`config.mk`:
```
export PLATFORM = sky130hd
export DESIGN_NAME = time_unit_counter
export DESIGN_NICKNAME = d
export VERILOG_FILES = /design/src/rtl/time_unit_counter.sv
export SDC_FILE = /design/constraint.sdc
export NUM_CORES = 1
export LEC_CHECK = 0
export ABC_CLOCK_PERIOD_IN_PS = 2400
export CAP_MARGIN = 40
export CORE_MARGIN = 5
export CORE_UTILIZATION = 45
export DETAILED_ROUTE_END_ITERATION = 8
export PLACE_DENSITY = 0.81
export SLEW_MARGIN = 30
export SYNTH_ARGS = -nofsm -noshare
export SYNTH_HDL_FRONTEND = slang
export SYNTH_SLANG_ARGS = --single-unit
```
`constraint.sdc`:
```
create_clock -name clk_1Hz -period 2.4 [get_ports clk_1Hz]
set_clock_uncertainty 0.1 [all_clocks]
set_input_delay 0.24 -clock clk_1Hz [delete_from_list [all_inputs] [get_ports clk_1Hz]]
set_output_delay 0.24 -clock clk_1Hz [all_outputs]
set_load 0.02 [all_outputs]
```
`src/rtl/time_unit_counter.sv`:
```
// time_unit_counter: one field of the millennium clock (seconds .. year).
// Counts MIN_VAL..eff_max with wrap and a one-cycle carry to the next field.
// When selected for setting, counting freezes and up/down edges step the value.
module time_unit_counter #(
    parameter int unsigned      WIDTH       = 6,
    parameter int unsigned      MIN_VAL     = 0,
    parameter int unsigned      MAX_VAL     = 59,
    parameter bit               USE_DYN_MAX = 1'b0,
    parameter int unsigned      SEL_W       = 3,
    parameter logic [SEL_W-1:0] SELECT_CODE = '0
) (
    input  logic             clk_1Hz,
    input  logic             rst_n,
    input  logic             en_1,
    input  logic             up,
    input  logic             down,
    input  logic [SEL_W-1:0] select_item,
    input  logic [WIDTH-1:0] max_dyn,
    output logic [WIDTH-1:0] value,
    output logic             carry_out,
    output logic             adj_active
);

    localparam logic [WIDTH-1:0] MIN_V = WIDTH'(MIN_VAL);
    localparam logic [WIDTH-1:0] MAX_V = WIDTH'(MAX_VAL);
    localparam logic [WIDTH-1:0] ONE   = WIDTH'(1);

    logic             up_q;
    logic             down_q;
    logic [WIDTH-1:0] dyn_bound;
    logic [WIDTH-1:0] eff_max;
    logic             adj;
    logic             up_rise;
    logic             down_rise;
    logic [WIDTH-1:0] value_nxt;
    logic             carry_nxt;

    // Dynamic bound is floored at MIN_VAL so a bogus max_dyn cannot strand the field
    assign dyn_bound = (int'(max_dyn) < int'(MIN_VAL)) ? MIN_V : max_dyn;
    assign eff_max   = USE_DYN_MAX ? dyn_bound : MAX_V;

    assign adj       = (select_item == SELECT_CODE);
    assign up_rise   = up & ~up_q;
    assign down_rise = down & ~down_q;

    // Next value and carry: count mode wraps/clamps, adjust mode steps on button edges
    always_comb begin
        value_nxt = value;
        carry_nxt = 1'b0;
        if (!adj) begin
            if (en_1) begin
                if (value >= eff_max) begin
                    value_nxt = MIN_V;
                    carry_nxt = 1'b1;
                end else begin
                    value_nxt = value + ONE;
                end
            end else if (value > eff_max) begin
                value_nxt = eff_max;
            end
        end else begin
            if (value > eff_max) begin
                value_nxt = eff_max;
            end else if (up_rise && !down_rise) begin
                value_nxt = (value == eff_max) ? MIN_V : value + ONE;
            end else if (down_rise && !up_rise) begin
                value_nxt = (value == MIN_V) ? eff_max : value - ONE;
            end
        end
    end

    // State registers with synchronous active-low reset
    always_ff @(posedge clk_1Hz) begin
        if (!rst_n) begin
            value      <= MIN_V;
            carry_out  <= 1'b0;
            adj_active <= 1'b0;
            up_q       <= 1'b0;
            down_q     <= 1'b0;
        end else begin
            value      <= value_nxt;
            carry_out  <= carry_nxt;
            adj_active <= adj;
            up_q       <= up;
            down_q     <= down;
        end
    end

endmodule

```
==> impl_metrics.yaml, run 1 <==
timing:
  period_share: 0.904
  slew_headroom: 0.567
  drv_slew: 0
  worstMarginPinSlew_ps: 649
  fmax_mhz: 461
  finalSetupTns_ps: 0
  hold_viol_final: 0
  rsz0062_at_grt: "no"
  setup_viol: 0
  finalCriticalPeriod_ps: 2170
layout:
  insertedDiodeCount: 0
  final_nets: 152
  final_area_um2: 1080
  drive_above_1_share: 0.121
  area_growth_pct: 24.0
logic_synthesis:
  ys.flop_type: "dfxtp_1"
  synth_fp_nets: 136
  synth.top_cells.by_area: "dfxtp_1 23%, a21oi_1 6.3%, ha_1 5.7%"
  yosysTopAreaCellShare: 0.229
  synth_edf_count: 0
  syn-instance-count: 118
  netlist-cell-type-count: 38
  synth_compound_area_frac: 0.358
  synth-xor-area-share: 0
  ys_ff_latch: 10
  synth_mux_area_frac: 0.0258
  syn_avg_cell_area_um2: 7.41
  synth_commonest_cells: "11 x a21oi_1, 10 x dfxtp_1, 9 x o21ai_0"
  synthAdderAreaFrac: 0.0687
  yosysTopAreaCell: "dfxtp_1"
  synth_top_family_by_area: "compound AO/OA/AOI/OAI gates"
  synth-simple-area-share: 0.255
  synth_area_um2: 875
  yosysMostFrequentCell: "a21oi_1"
  seq_area_frac_synth: 0.229
  async_reset_ff_frac: 0
  ys_warn_count: 0
setup_path:
  required_ps: 2450
  criticalPathCategory: "in2reg"
  r2r_start: "value[1]"
  cp_cell_sequence: "clkdlybuf4s50_1, nor2b_1, ha_1, or4_4, a21oi_4, o21ai_2, o311a_1"
  cp.arrival_ps: 2220
  slowest_stage: "or4_4"
  crit_path_start: "up"
  critPathLaunchType: "input pin"
  cp_max_fo: 2
  critPathCaptureType: "flop"
  regToRegSetupSlack_ps: 350
  critPathMaxStageDelay_ps: 560
floorplanning:
  start_util: 0.460
  die_area_um2: 2930
  ios: 22
  core-area_um2: 1900
  die_h_um: 54.1
  rows: 16
  die_w_um: 54.1
detailed_routing:
  route.vias.total: 980
  first_pass_iters: 4
  avgRoutedWirePerCell_um: 15.1
  drcViolationCount: 0
  wl_mm: 2.41
  ant_nets: 0
  drt_iter0_markers: 36
  viasPerCell: 6.16
job:
  max_cap_violations: 0
global_route:
  grt_pass1_vias: 897
  grt_pass1_wl_mm: 3.85
  grt_max_degree: 19
  gr-total-overflow: 0
  antenna_found_initial: 0
  grt_usage: 0.180
clocking:
  numCtsBuffers: 3
  htreeDepth: 1
  cts_tree: "built"
  cts_resized: 0
  clock-sinks: 10
  holdBufCountCts: 0
  clockBufferDepth: 2
  cts-root-buf: "clkbuf_4"
  clk-insertion-delay-late_ps: 270
  cts_setup_buffers: 0
  clk_pin_slew_ps: 60
power:
  leakagePower_nw: 0.371
  irDropWorstVdd_uv: 352
  power_density_nw_per_um2: 441
placement:
  place_congestion: 0.937
  dpl.hpwl_mm: 1.74
  post_dp_cell_area_um2: 1060
  port_buffers: 15
hold_path:
  hold_class: "in2reg"
  hp-start: "up"
status:
  status: "completed"
area by class of cell:
cell class / count / area, um2
Inverter: 4 / 15.0
Clock buffer: 3 / 22.5
Timing Repair Buffer: 21 / 195
Fill cell: 169 / 817
Tap cell: 27 / 33.8
Sequential cell: 10 / 200
Multi-Input combinational cell: 94 / 618
per-layer routing:
| metal | up-vias | share of wire | GRT usage | wire length, um |
|---|---|---|---|---|
| met5 | - | 0 | 0 | 0 |
| met4 | 0 | 0.015 | 0.0456 | 36 |
| met3 | 4 | 0.090 | 0.0526 | 216 |
| met2 | 52 | 0.49 | 0.308 | 1170 |
| met1 | 444 | 0.41 | 0.217 | 982 |
| li1 | 480 | - | - | - |
flip-flops by register name, summed over array words and instances, names as in the netlist:
| signal | flops |
|---|---|
| up_q | 1 |
| value | 6 |
| down_q | 1 |
| carry_out | 1 |
| adj_active | 1 |
worst max-delay path, delay by kind of cell:
kind | cells | cell delay (ps)
AND/OR/NAND/NOR | 2 | 700
AO/OA/AOI/OAI | 3 | 560
buffers and inverters | 1 | 460
adder cells (fa/ha/maj) | 1 | 250
layout by cell type, fill, tap and decap left out, drive strengths merged, types with 2 or more instances in the layout:
cell type and count:
o221ai 2, nand2 8, o21ai 10, nand2b 7
buf 6, nor3 3, ha 4, nor2b 2
nand3 3, o31a 2, a31oi 3, a21oi 12
nor2 8, clkbuf 3, nand4 2, o21a 3
inv 4, mux2 2, o211ai 3, and3 4
o2111ai 2, and2 2, clkdlybuf4s50 15, dfxtp 10
final timing paths:
check             end  cells past startpoint
min reg2reg  value[1]                      2
max reg2reg  value[3]                      5
min              up_q                      2
max          value[3]                      7
cell families (layout without fill, tap and decap cells):
kind of cell,count (synthesis),count (layout)
AOI/OAI and AO/OA,45,45
and+or+nand+nor,42,42
buffers and inverters,14,28
DFF,10,10
adders and majority gates,5,5
muxes,2,2
report_power, final:
group	internal (W)	switching [W]	total (W)
combinational	0.0000776	0.0000829	0.000160
sequential	0.000176	0.0000279	0.000204
clock	0.0000579	0.0000559	0.000114
total	0.000311	0.000167	0.000478
metrics by stage:
stage | total power (W) | setup WS, ps | util | std cells | hold WS (ps)
finish | 0.000478 | 231 | 0.570 | 159 | 468
CTS | 0.000478 | 231 | 0.570 | 159 | 467
global placement | 0.000360 | -35.8 | 0.559 | 156 | 605
detailed placement | 0.000365 | -37.6 | 0.559 | 156 | 608
floorplan | 0.000305 | 401 | - | 118 | 216
global route | 0.000506 | 177 | 0.570 | 159 | 467
(Power assumes the default switching activity.)
==> inputs of run 2 (changes only) <==
--- a/config.mk
+++ b/config.mk
@@ -5,12 +5,13 @@
 export SDC_FILE = /design/constraint.sdc
 export NUM_CORES = 1
 export LEC_CHECK = 0
-export ABC_CLOCK_PERIOD_IN_PS = 2400
+export ABC_CLOCK_PERIOD_IN_PS = 2100
 export CAP_MARGIN = 40
 export CORE_MARGIN = 5
 export CORE_UTILIZATION = 45
 export DETAILED_ROUTE_END_ITERATION = 8
-export PLACE_DENSITY = 0.81
+export DONT_BUFFER_PORTS = 1
+export PLACE_DENSITY = 0.67
 export SLEW_MARGIN = 30
 export SYNTH_ARGS = -nofsm -noshare
 export SYNTH_HDL_FRONTEND = slang
==> constraint.sdc (replaced) <==
create_clock -name clk_1Hz -period 2.1 [get_ports clk_1Hz]
set_clock_uncertainty 0.1 [all_clocks]
set_input_delay 0.21 -clock clk_1Hz [delete_from_list [all_inputs] [get_ports clk_1Hz]]
set_output_delay 0.21 -clock clk_1Hz [all_outputs]
set_load 0.02 [all_outputs]
==> impl_metrics.yaml, run 2 (same netlist as run 1, synthesis figures left out) <==
clocking:
  cts-root-buf: "clkbuf_4"
  numCtsBuffers: 3
  clock-sinks: 10
  clk_pin_slew_ps: 60
  clk-insertion-delay-late_ps: 270
  clockBufferDepth: 2
  cts_tree: "built"
  htreeDepth: 1
layout:
  area_growth_pct: 22.0
  final_common_cell: "buf_4"
  final_nets: 152
  drive_above_1_share: 0.174
  largest_register: "value"
  final_area_um2: 1070
  largest_reg_flops: 6
  layout_common_cells: "13 x buf_4, 11 x a21oi_1, 10 x dfxtp_1, 9 x o21ai_0"
  insertedDiodeCount: 0
global_route:
  grt_max_degree: 19
  antenna_found_initial: 0
  grt_usage: 0.195
  gr-total-overflow: 0
  grt_pass1_wl_mm: 4.19
  grt_pass1_vias: 939
placement:
  post_dp_cell_area_um2: 965
  place_congestion: 0.848
  port_buffers: 0
  dpl.hpwl_mm: 1.74
timing:
  hold_viol_final: 0
  period_share: 0.943
  fmax_mhz: 505
  finalSetupTns_ps: 0
  rsz0062_at_grt: "no"
  setup_viol: 0
  worstMarginPinSlew_ps: 651
  finalCriticalPeriod_ps: 1980
  drv_slew: 0
  slew_headroom: 0.562
setup_path:
  regToRegSetupSlack_ps: 120
  critPathLaunchType: "flop"
  cp_max_fo: 3
  criticalPathCategory: "reg2reg"
  cp.arrival_ps: 2030
  r2r_start: "down_q"
  endpoint: "value[3]"
  slowest_stage: "or4_4"
  required_ps: 2150
  cp_cell_sequence: "nand2b_1, ha_1, or4_4, a21oi_4, o21ai_2, o311a_1"
  critPathMaxStageDelay_ps: 460
  r2r_cells: 6
  reg2reg_to: "value[3]"
  crit_path_start: "down_q"
  critPathCaptureType: "flop"
floorplanning:
  rows: 16
  die_h_um: 54.1
  die_area_um2: 2930
  start_util: 0.460
  die_w_um: 54.1
  core-area_um2: 1900
  ios: 22
detailed_routing:
  wl_mm: 2.39
  drcViolationCount: 0
  avgRoutedWirePerCell_um: 15.1
  ant_nets: 0
  first_pass_iters: 4
  route.vias.total: 946
  viasPerCell: 5.95
  drt_iter0_markers: 23
power:
  irDropWorstVdd_uv: 438
  power_density_nw_per_um2: 505
  leakagePower_nw: 0.393
hold_path:
  hold_class: "in2reg"
job:
  max_cap_violations: 0
status:
  status: "completed"
[run 2: changes by cell type in the layout (fill, tap and decap cells not counted), sizes merged]
cell / previous run / this run
dlygate4sd3: 0 / 8
buf: 6 / 13
clkdlybuf4s50: 15 / 0
[run 2: what timing repair did]
| action | 4_1_cts | 5_1_grt |
|---|---|---|
| resized for setup | 0 | 0 |
| buffers inserted | 0 | 0 |
| hold endpoints to repair | 9 | 0 |
| setup endpoints to repair | 1 | 0 |
| hold buffers | 8 | 0 |
[run 2: worst min-delay path by stage]
stage                         startpoint         end  slack, ps  cells after the start
after detailed placement  select_item[1]  adj_active        190                      1
final                     select_item[1]    value[2]         60                      3
after global placement    select_item[1]  adj_active        190                      1
after global routing      select_item[1]    value[2]         60                      3
after floorplan           select_item[1]  adj_active        190                      1
after CTS                 select_item[1]    value[2]         50                      3
[run 2: worst max-delay path: cells and delay by family, from the launching register on]
kind	cells	cell delay [ps]
AOI/OAI and AO/OA	3	600
DFF	1	290
adders and majority gates	1	290
and+or+nand+nor	2	590
[run 2: final cells by class]
type                       count  area, um2
fill                         174        835
multi-input combinational     94        618
sequential                    10        200
timing repair buffer          21        178
tap                           27       33.8
clock buffer                   3       22.5
inverter                       4       15.0
[run 2: through the flow]
| stage | power [W] | instances | setup slack, ps | util | hold WS [ps] |
|---|---|---|---|---|---|
| detailed placement | 0.000398 | 148 | 5.01 | 0.507 | 193 |
| floorplan | 0.000348 | 118 | 101 | - | 186 |
| CTS | 0.000539 | 159 | 117 | 0.561 | 52.8 |
| global placement | 0.000394 | 148 | 27.4 | 0.507 | 190 |
| finish | 0.000538 | 159 | 119 | 0.561 | 57.1 |
| global route | 0.000577 | 159 | 49.8 | 0.561 | 58.6 |
[run 2: metal layers]
layer,part of all wire,wire length [um],vias to the layer above,GRT usage
met5,0,0,-,0
met4,0.0058,14,0,0.0415
met3,0.074,176,2,0.0609
met2,0.49,1180,26,0.323
met1,0.43,1020,445,0.247
li1,-,-,473,-
[run 2: where the power goes]
part	switching [W]	leakage (nW)	total, W	internal [W]
Sequential	0.0000200	0.0823	0.000221	0.000201
Combinational	0.000102	0.297	0.000187	0.0000850
Clock	0.0000641	0.0138	0.000130	0.0000661
Total	0.000186	0.393	0.000538	0.000352
